==> src/rtl/fifo_uart_tx_pkg.sv <==
// Shared constants and helpers for the FIFO-fed UART transmitter.
package fifo_uart_tx_pkg;

    localparam int unsigned DATA_BITS = 8;

    // Width needed to count 0..clks-1; never narrower than one bit.
    function automatic int unsigned cnt_width(input int unsigned clks);
        return (clks > 1) ? $clog2(clks) : 1;
    endfunction

endpackage

==> src/rtl/fifo_uart_tx_if.sv <==
// FIFO read port as seen by the UART transmitter.
interface fifo_uart_tx_if;

    logic       empty;
    logic       rd_en;
    logic [7:0] dout;

    // master: the consumer issuing pops; slave: the FIFO answering them.
    modport master (output rd_en, input empty, input dout);
    modport slave  (input rd_en, output empty, output dout);

endinterface

==> src/rtl/uart_bit_timer.sv <==
// Bit-period counter: pulses period_done on the last cycle of each bit period.
module uart_bit_timer #(
    parameter int unsigned CLKS_PER_BIT = 1085,
    parameter int unsigned CNT_WIDTH    = 11
) (
    input  logic clk,
    input  logic rst_n,
    input  logic clear,
    output logic period_done
);

    localparam logic [CNT_WIDTH-1:0] LAST = CNT_WIDTH'(CLKS_PER_BIT - 1);

    logic [CNT_WIDTH-1:0] cnt_q;

    // Gated by clear so a held-off timer never reports a finished period.
    assign period_done = ~clear & (cnt_q == LAST);

    // Free-running within a period, wraps to 0 at the period boundary or on clear.
    always_ff @(posedge clk or negedge rst_n) begin
        if (!rst_n) begin
            cnt_q <= '0;
        end else if (clear || period_done) begin
            cnt_q <= '0;
        end else begin
            cnt_q <= cnt_q + 1'b1;
        end
    end

endmodule

==> src/rtl/fifo_uart_tx.sv <==
// Pops bytes from a FIFO read port and serialises them as 8N1 UART, LSB first.
module fifo_uart_tx
    import fifo_uart_tx_pkg::*;
#(
    parameter int unsigned CLOCK_FREQ  = 125_000_000,
    parameter int unsigned BAUD_RATE   = 115_200,
    parameter int unsigned BYTES_WIDTH = 16
) (
    input  logic                   clk,
    input  logic                   rst_n,
    input  logic                   enable,
    fifo_uart_tx_if.master         fifo,
    output logic                   serial_out,
    output logic                   busy,
    output logic [BYTES_WIDTH-1:0] bytes_sent
);

    localparam int unsigned CLKS_PER_BIT = CLOCK_FREQ / BAUD_RATE;
    localparam int unsigned CNT_WIDTH    = cnt_width(CLKS_PER_BIT);
    localparam logic [2:0]  LAST_BIT     = 3'(DATA_BITS - 1);

    typedef enum logic [2:0] {
        StIdle,
        StLoad,
        StStart,
        StData,
        StStop
    } state_e;

    state_e                 state_q;
    logic [7:0]             shift_q;
    logic [2:0]             bit_idx_q;
    logic                   serial_q;
    logic [BYTES_WIDTH-1:0] bytes_q;
    logic                   period_done;
    logic                   timer_clear;

    // Counter is held at zero until the start bit begins.
    assign timer_clear = (state_q == StIdle) || (state_q == StLoad);

    uart_bit_timer #(
        .CLKS_PER_BIT (CLKS_PER_BIT),
        .CNT_WIDTH    (CNT_WIDTH)
    ) u_bit_timer (
        .clk         (clk),
        .rst_n       (rst_n),
        .clear       (timer_clear),
        .period_done (period_done)
    );

    // Single-cycle pop from IDLE; rst_n term keeps the pop quiet while reset is held.
    assign fifo.rd_en = rst_n & (state_q == StIdle) & enable & ~fifo.empty;

    assign serial_out = serial_q;
    assign busy       = (state_q != StIdle);
    assign bytes_sent = bytes_q;

    // Frame sequencer with registered line output and byte statistics.
    always_ff @(posedge clk or negedge rst_n) begin
        if (!rst_n) begin
            state_q   <= StIdle;
            shift_q   <= '0;
            bit_idx_q <= '0;
            serial_q  <= 1'b1;
            bytes_q   <= '0;
        end else begin
            unique case (state_q)
                StIdle: begin
                    if (fifo.rd_en) begin
                        state_q <= StLoad;
                    end
                end
                StLoad: begin
                    // FIFO data is valid the cycle after the pop.
                    shift_q  <= fifo.dout;
                    serial_q <= 1'b0;
                    state_q  <= StStart;
                end
                StStart: begin
                    if (period_done) begin
                        bit_idx_q <= '0;
                        serial_q  <= shift_q[0];
                        state_q   <= StData;
                    end
                end
                StData: begin
                    if (period_done) begin
                        if (bit_idx_q == LAST_BIT) begin
                            serial_q <= 1'b1;
                            state_q  <= StStop;
                        end else begin
                            bit_idx_q <= bit_idx_q + 3'd1;
                            serial_q  <= shift_q[bit_idx_q + 3'd1];
                        end
                    end
                end
                StStop: begin
                    if (period_done) begin
                        bytes_q <= bytes_q + 1'b1;
                        state_q <= StIdle;
                    end
                end
                default: begin
                    state_q <= StIdle;
                end
            endcase
        end
    end

endmodule

==> src/flat_wrapper.sv <==
// flat-port wrapper written by rule: the top's interface ports become plain ports
module fifo_uart_tx_flat import fifo_uart_tx_pkg::*;
#(
    parameter int unsigned CLOCK_FREQ  = 125_000_000,
    parameter int unsigned BAUD_RATE   = 115_200,
    parameter int unsigned BYTES_WIDTH = 16
)
  (clk, rst_n, enable, serial_out, busy, bytes_sent, fifo_rd_en, fifo_empty, fifo_dout);
  fifo_uart_tx_if fifo_i ();
  input  logic clk;
  input  logic rst_n;
  input  logic enable;
  output logic serial_out;
  output logic busy;
  output logic [BYTES_WIDTH-1:0] bytes_sent;
  output wire logic [$bits(fifo_i.rd_en)-1:0] fifo_rd_en;
  input wire logic [$bits(fifo_i.empty)-1:0] fifo_empty;
  input wire logic [$bits(fifo_i.dout)-1:0] fifo_dout;
  assign fifo_rd_en = fifo_i.rd_en;
  assign fifo_i.empty = fifo_empty;
  assign fifo_i.dout = fifo_dout;
  fifo_uart_tx #(.CLOCK_FREQ(CLOCK_FREQ), .BAUD_RATE(BAUD_RATE), .BYTES_WIDTH(BYTES_WIDTH)) u_core (.clk(clk), .rst_n(rst_n), .enable(enable), .fifo(fifo_i), .serial_out(serial_out), .busy(busy), .bytes_sent(bytes_sent));
endmodule
==> config.mk <==
export PLATFORM = sky130hd
export DESIGN_NAME = fifo_uart_tx_flat
export DESIGN_NICKNAME = d
export VERILOG_FILES = /design/src/rtl/fifo_uart_tx_pkg.sv /design/src/rtl/fifo_uart_tx_if.sv /design/src/rtl/uart_bit_timer.sv /design/src/rtl/fifo_uart_tx.sv /design/src/flat_wrapper.sv
export SDC_FILE = /design/constraint.sdc
export NUM_CORES = 1
export LEC_CHECK = 0
export ABC_AREA = 1
export CORE_MARGIN = 4
export CORE_UTILIZATION = 23
export CTS_CLUSTER_SIZE = 20
export DETAILED_ROUTE_END_ITERATION = 6
export GPL_TIMING_DRIVEN = 1
export PLACE_DENSITY = 0.52
export SYNTH_ARGS = -nofsm -noshare
export SYNTH_HDL_FRONTEND = slang
export SYNTH_HIERARCHICAL = 1
export SYNTH_SLANG_ARGS = --single-unit
export TNS_END_PERCENT = 1
==> constraint.sdc <==
create_clock -name clk -period 6 [get_ports clk]
set_input_delay 1.2 -clock clk [delete_from_list [all_inputs] [get_ports clk]]
set_output_delay 1.2 -clock clk [all_outputs]
set_load 0.01 [all_outputs]
## Yosys cells after proc, flatten, opt, wreduce, memory -nomap -nowiden

Cells that the tools add are included.

- Register bits: 42
- Bits in latches: 0
- RAM bits: 0
- ROM bits: 0
- Output and inout bits: 19
- Memories kept: 0

- $add $sub $neg: 3
- Multiply operators: 0
- Divide/modulo/power cells: 0
- $lt $le $gt $ge: 1
- Equal/unequal tests: 12
- Shift operators: 0
- Muxes and demuxes: 16
- Bitwise operators: 6
- Reductions and logical operators: 10

Operators with widths:

| operator | count |
|---|---|
| $mux W3 | 7 |
| $add A16 B1 Y16 const B | 1 |
| $pmux W3 S5 | 1 |
| $add A11 B1 Y11 const B | 1 |
| $eq A11 B11 Y1 const B | 1 |
| $mux W11 | 1 |
| $ne A2 B2 Y1 const B | 5 |
| $eq A3 B2 Y1 const B | 2 |
| $eq A3 B3 Y1 const B | 2 |
| $pmux W3 S2 | 1 |
| $reduce_bool A3 Y1 | 2 |
| $reduce_and A5 Y1 | 1 |
| $and A1 B1 Y1 | 4 |
| $lt A3 B4 Y1 const B | 1 |
| $mux W1 | 4 |
| $reduce_and A4 Y1 | 1 |
| $add A3 B1 Y3 const B | 1 |
| $bmux W1 S3 | 1 |
| $eq A3 B1 Y1 const B | 1 |
| $logic_not A3 Y1 | 1 |
| $pmux W1 S3 | 1 |
| $reduce_and A3 Y1 | 1 |
| $logic_or A1 B1 Y1 | 2 |
| $ne A2 B1 Y1 const B | 1 |
| 3 further kinds | 4 |

## Longest topological paths before layout

Gate-level depths: netlist of run 1.

- Depth in word-level cells: 6
- Gate-level depth with buffers: 13

## By module

The synthesis of run 1 kept the hierarchy.

By module, submodules not included:

| module | times used | cells each | area each (µm²) |
|---|---|---|---|
| fifo_uart_tx | 1 | 221 | 1706.6 |
| uart_bit_timer | 1 | 75 | 619.3 |

## Worst setup path after synthesis of run 1

OpenSTA, ideal clock, no wires.

- Path type: input to output
- Start: input fifo_empty
- End: output fifo_rd_en
- Arrival time: 1.538 ns
- Data required time: 4.800 ns
- Slack: 3.262 ns
- Cell stages on the path: 2
- Path buffers: 0
- Cells stage by stage: nand3b_1 nor2_1

- Word-level cells in the longest chain between the ends: 2

Ends and longest elaborated chain:

| item | RTL line | text |
|---|---|---|
| start: declaration | flat_wrapper.sv:17 | `input wire logic [$bits(fifo_i.empty)-1:0] fifo_empty;` |
| $not A1 Y1 | fifo_uart_tx.sv:52 | `assign fifo.rd_en = rst_n & (state_q == StIdle) & enable & ~fifo.empty;` |
| $and A1 B1 Y1 | fifo_uart_tx.sv:52 |  |
| end: declaration | flat_wrapper.sv:16 | `output wire logic [$bits(fifo_i.rd_en)-1:0] fifo_rd_en;` |

Every way passes these cells.

## Worst setup path after layout of run 1

- Start: input rst_n
- End: output fifo_rd_en

- Word-level cells in the longest chain between the ends: 3

Ends and longest elaborated chain:

| item | RTL line | text |
|---|---|---|
| start: declaration | flat_wrapper.sv:11 | `input logic rst_n;` |
| $and A1 B1 Y1 (3 in series) | fifo_uart_tx.sv:52 |  |

Every way passes these cells.

==> out/metrics.yaml, run 1 <==
status:
  status: "complete, no violations"
placed_design:
  io_buffers: 30
  gp_congestion: 0.8234
  post-place-cells: 459
  place_hpwl_mm: 3.774
  pre_cts_ws_ns: 2.137
timing:
  period_needed_ns: 3.779
  rsz0062_at_grt: "false"
  layout_worst_path_cycle_share_pct: 62.98
  tightest_slew_ns: 0.7780
  finalSetupViolCount: 0
  clock.fmax_ghz: 0.2646
  drv_slew: 0
  hold_slack_ns: 0.4829
  slew-limit-headroom_pct: 47.85
  tns_ns: 0
  finClkSkew_ns: 0.01187
  final_hold_viol_count: 0
  setup_slack_ns: 2.221
die:
  dieArea_mm2: 0.01179
  core.rowCount: 36
  die_h_um: 108.6
  die_w_um: 108.6
  coreArea_mm2: 0.009819
  start_util_pct: 23.69
  pin_count: 31
yosys:
  synth_top_family_by_area: "simple AND/OR/NAND/NOR gates"
  yosysWarnings: 6
  synthTopCellsByCount: "nand2_1, dfrtp_1, inv_1"
  synth.most_common_cell: "nand2_1"
  yosys_register_bits: 42
  synth_mux_area_share_pct: 0
  yosysTopAreaCellShare_pct: 44.11
  synth_edf_count: 0
  synthAdderAreaFrac_pct: 2.690
  syn_nets: 313
  synthFlopType: "dfrtp_1"
  synth_cell_types: 29
  syn_inst: 296
  synth_xor_area_share_pct: 4.519
  ys_seq_area_share_pct: 45.24
  synth_area_leader_cell: "dfrtp_1"
  synth-compound-area-share_pct: 4.357
  synth-simple-area-share_pct: 36.36
  syn-mean-instance-area_um2: 7.858
  synth.area.top_cells: "dfrtp_1, nand2_1, inv_1"
  async_flop_share_pct: 100.0
  netlist_area_mm2: 0.002326
worst_hold_path:
  whs_path_depth: 2
  hold_path_class: "register to register"
  hold_start: "u_core/shift_q[6]$_DFFE_PN0P_"
  whs_endpoint: "u_core/shift_q[6]$_DFFE_PN0P_"
clock_tree:
  numCtsBuffers: 5
  cts_tree: "yes"
  clkLatencyLatePin_ns: 0.30
  ctsRootBufferMaster: "clkbuf_8"
  post_cts_buffers: 0
  htreeDepth: 2
  cts.clk_slew.worst_paths_ns: 0.10
  post_cts_resized: 0
  numClockSinks: 42
  hold_buffers: 0
  cts_buffer_depth: 2
pwr:
  peakVddDrop_uv: 106.9
  power_uw: 903.0
  power_density_mw_per_mm2: 308.4
  leakage_nw: 1.312
setup_path:
  r2r_end: "u_core/bytes_sent[9]$_DFFE_PN0P_"
  critPathMaxFanout: 43
  crit_buf_inv: 3
  critPathTopFamily: "buffers and inverters"
  rr_worst_depth: 10
  slowest_stage: "clkdlybuf4s50_1"
  worstReg2RegStart: "u_core/state_q[1]$_DFFE_PN0P_"
  crit_type: "primary input to output port"
  r2r_slack_ns: 3.59
  cpPeakStageDelay_ns: 0.54
  setup.worst_path.start_class: "primary input"
  crit_path_end_kind: "output port"
  required_ns: 4.80
  crit_path_cell_trace: "buf_2 > buf_4 > nand3b_1 > nor2_1 > clkdlybuf4s50_1"
  crit_arrival_ns: 2.58
run:
  max_cap_violations: 0
global_routing:
  grt_max_degree: 44
  overflow: 0
  grt_pass1_vias: 1858
  grt.total_usage_pct: 9.057
  antenna_found_initial: 0
  grt_pass1_wl_mm: 8.493
finish:
  n_fill_cell: 1112
  ff_latch_area_mm2: 0.001052
  final_layout_size_suffix_gt1_share_pct: 8.982
  fin_cells: 467
  multi_input_area_mm2: 0.001115
  nets: 350
  insertedDiodeCount: 0
  area_growth_syn_to_layout_pct: 25.87
detailed_routing:
  first_pass_iters: 4
  drc: 0
  antenna_left: 0
  viasPerCell: 4.109
  dr_total_vias: 1919
  wl_per_cell_um: 10.85
  drtIter0Drc: 77
  finalWirelength_mm: 5.065
[worst min-delay path, cell delays in order (launching register included)]
cell and delay [ns]:
dfrtp_1 0.36, nand2_1 0.05, nand2_1 0.05
[stage by stage]
| step | utilization, % | cell area, um^2 |
|---|---|---|
| after floorplan | - | 2326 |
| after global placement | 28.41 | 2790 |
| after detailed placement | 28.41 | 2790 |
| after CTS | 29.82 | 2928 |
| after global routing | 29.82 | 2928 |
| final | 29.82 | 2928 |
[power by group]
part | switching [mW] | internal [mW] | leakage (nW)
clock | 0.106 | 0.167 | 0.0683
sequential | 0.0386 | 0.334 | 0.565
combinational | 0.164 | 0.0937 | 0.679
[how the worst max path moves through the flow]
stage / from / to / slack (ns) / cells past startpoint
global route: rst_n / fifo_rd_en / 1.99 / 5
finish: rst_n / fifo_rd_en / 2.22 / 5
detailed placement: rst_n / fifo_rd_en / 2.14 / 5
CTS: rst_n / fifo_rd_en / 2.13 / 5
floorplan: fifo_empty / fifo_rd_en / 3.26 / 2
global placement: rst_n / fifo_rd_en / 2.18 / 5
[layout by cell type (no fill, tap or decap), types with 2 or more instances in the layout]
master           instances
nand4_1                 10
nor2_1                  28
nand3_4                  2
o21ai_0                 10
clkbuf_8                 5
inv_1                   39
nor3_2                   2
a21oi_1                  6
xnor2_1                  3
dfrtp_1                 41
nand2_1                 90
nand3_1                 25
clkdlybuf4s50_1         29
nor2_4                   4
nand2_2                  3
xor2_1                   9
nand3b_1                 2
bufinv_16                2
ha_1                     5
nor2_2                   3
nor3_1                   3
[cell families after synthesis]
group                    after synthesis
buffers and inverters                 42
AND/OR/NAND/NOR                      176
AO/OA/AOI/OAI                         19
XOR/XNOR                              12
adder cells (fa/ha/maj)                5
flip-flops                            42
[registers in the layout (all words and copies together) (netlist names)]
| register | cells |
|---|---|
| u_core/bytes_sent | 16 |
| u_core/state_q | 3 |
| u_core/serial_out | 1 |
| u_core/shift_q | 8 |
| u_core/bit_idx_q | 3 |
| u_core/u_bit_timer/cnt_q | 11 |
[metal layers]
metal | part of all wire (%) | global-route usage, % | up-vias
met5 | 0 | 0 | -
met4 | 0.83 | 2.705 | 0
met3 | 4.2 | 2.627 | 5
met2 | 44 | 13.99 | 22
met1 | 51 | 12.26 | 885
li1 | - | - | 1007
[cell type report]
cell class                      count  area share (%)
Clock inverter                      3           2.350
Multi-Input combinational cell    212           38.08
Tap cell                          133           5.684
Sequential cell                    42           35.94
Inverter                           41           5.256
Clock buffer                        5           2.350
Timing Repair Buffer               31           10.34
No activity file was read; power rests on OpenSTA's default activity.
==> inputs of run 2 (changes only) <==
Clock period 6 ns to 3.6 ns, I/O delays scaled along.
==> run 2 against run 1 <==
Worst setup slack got worse by 1.3 ns. Non-clock buffer count did not move. Sequential power rose by 67%. Critical path depth fell by 1. Clock skew fell by 0.0050 ns. Cell count did not move. Clock power rose by 68%. Power rose by 67%.
==> out/metrics.yaml, run 2 (synthesis results as in run 1) <==
die:
  start_util_pct: 23.69  # unchanged
  dieArea_mm2: 0.01179  # unchanged
  coreArea_mm2: 0.009819  # unchanged
  die_w_um: 108.6  # unchanged
  pin_count: 31  # unchanged
  core.rowCount: 36  # unchanged
  die_h_um: 108.6  # unchanged
global_routing:
  grt_pass1_wl_mm: 8.673  # +2.1%
  grt.total_usage_pct: 9.024  # -0.033 points
  overflow: 0  # unchanged
  grt_pass1_vias: 1827  # -1.7%
  grt_max_degree: 43  # -2.3%
  antenna_found_initial: 0  # unchanged
clock_tree:
  htreeDepth: 2  # unchanged
  ctsRootBufferMaster: "clkbuf_8"
  cts.clk_slew.worst_paths_ns: 0.09  # about the same
  clkLatencyLatePin_ns: 0.29  # about the same
  post_cts_resized: 0  # unchanged
  hold_buffers: 0  # unchanged
  numClockSinks: 42  # unchanged
  post_cts_buffers: 0  # unchanged
  numCtsBuffers: 5  # unchanged
  cts_tree: "yes"
  cts_buffer_depth: 2  # unchanged
placed_design:
  placed_area_mm2: 0.002790  # unchanged
  io_buffers: 30  # unchanged
  post-place-cells: 459  # unchanged
  gp_congestion: 0.8169  # -0.79%
  place_hpwl_mm: 3.715  # -1.6%
  pre_cts_ws_ns: 0.9209  # -1.216 ns
setup_path:
  cpMostUsedCell: "clkdlybuf4s50_1"
  setup.worst_path.start_class: "primary input"
  crit_buf_inv: 2  # -1
  required_ns: 2.88  # -1.92 ns
  crit_arrival_ns: 1.95  # -0.63 ns
  r2r_slack_ns: 1.36  # -2.23 ns
  critPathTopFamily: "buffers and inverters"
  crit_type: "primary input to output port"
  cpPeakStageDelay_ns: 0.54  # about the same
  crit_path_cell_trace: "clkdlybuf4s50_1 > nand3b_1 > nor2_1 > clkdlybuf4s50_1"
  crit_path_end_kind: "output port"
  critPathMaxFanout: 2  # -95%
  slowest_stage: "clkdlybuf4s50_1"
timing:
  setup_slack_ns: 0.9282  # -1.293 ns
  drv_slew: 0  # unchanged
  period_needed_ns: 2.672
  clock.fmax_ghz: 0.3743
  slew-limit-headroom_pct: 57.85  # +10 points
  tns_ns: 0  # unchanged
  rsz0062_at_grt: "false"
  final_hold_viol_count: 0  # unchanged
  layout_worst_path_cycle_share_pct: 74.22
  hold_slack_ns: 0.4804  # -0.002528 ns
  tightest_slew_ns: 0.6289  # -0.1491 ns
  finalSetupViolCount: 0  # unchanged
  finClkSkew_ns: 0.006858  # -0.005016 ns
detailed_routing:
  viasPerCell: 4.011  # -2.4%
  drtIter0Drc: 55  # -29%
  drc: 0  # unchanged
  first_pass_iters: 4  # unchanged
  wl_per_cell_um: 10.41  # -4.0%
  wl_met3_um: 157  # -26%
  antenna_left: 0  # unchanged
  finalWirelength_mm: 4.862  # -4.0%
  dr_total_vias: 1873  # -2.4%
  met1_length_mm: 2.505  # -2.7%
  dr_wl_met2_mm: 2.170  # -2.9%
  highest-signal-layer: "met4"
run:
  max_cap_violations: 0  # unchanged
finish:
  largest_reg_flops: 16  # unchanged
  fin_cells: 467  # unchanged
  insertedDiodeCount: 0  # unchanged
  nets: 350  # unchanged
  layout_common_cells: "nand2_1, dfrtp_1, inv_1"
  n_fill_cell: 1122  # +0.90%
  utilization_pct: 29.87  # +0.051 points
  design_area_mm2: 0.002933  # +0.17%
  final_layout_size_suffix_gt1_share_pct: 8.982  # unchanged
  area_growth_syn_to_layout_pct: 26.09
  final_common_cell: "nand2_1"
pwr:
  leakage_nw: 1.315  # +0.23%
  power_mw: 1.504  # +67%
  power_density_mw_per_mm2: 513.0  # +66%
  peakVddDrop_uv: 211.8  # +98%
worst_hold_path:
  hold_path_class: "register to register"
status:
  status: "complete, no violations"
run 2: changes by cell type in the layout (fill, tap and decap cells not counted), sizes merged:
cell    previous run  this run
clkbuf             5         6
clkinv             2         1
run 2: final cells by class:
| cell class | count | area [um^2] | area share [%] |
|---|---|---|---|
| inverter | 41 | 153.9 | 5.247 |
| tap | 133 | 166.4 | 5.674 |
| sequential | 42 | 1052 | 35.88 |
| clock inverter | 2 | 60.06 | 2.048 |
| multi-input combinational | 212 | 1115 | 38.01 |
| clock buffer | 6 | 82.58 | 2.816 |
| timing repair buffer | 31 | 302.8 | 10.32 |
run 2: tightest hold or removal path, stage by stage (launching register included):
cell     delay (ns)
dfrtp_1        0.35
nand2_1        0.05
nand2_1        0.05
run 2: power breakdown:
group,total (mW),internal (mW),leakage (nW),switching [mW]
Combinational,0.422,0.156,0.679,0.266
Clock,0.460,0.296,0.0714,0.164
Sequential,0.622,0.556,0.565,0.0657
Total,1.50,1.01,1.32,0.496
run 2: worst paths after layout:
kind | start | endpoint | cells after the start
setup / recovery | fifo_empty | fifo_rd_en | 4
hold / removal | u_core/shift_q[2]$_DFFE_PN0P_ | u_core/shift_q[2]$_DFFE_PN0P_ | 2
setup reg to reg | u_core/state_q[2]$_DFFE_PN0P_ | u_core/bytes_sent[9]$_DFFE_PN0P_ | 10
hold reg to reg | u_core/shift_q[2]$_DFFE_PN0P_ | u_core/shift_q[2]$_DFFE_PN0P_ | 2
max in group asynchronous | rst_n | u_core/bytes_sent[7]$_DFFE_PN0P_ | 2
min in group asynchronous | rst_n | u_core/shift_q[6]$_DFFE_PN0P_ | 2
run 2: per-layer routing:
layer  up-vias  GRT usage (%)
li1       1008              -
met1       839          12.94
met2        24          13.81
met3         2          2.149
met4         0          1.894
met5         -              0
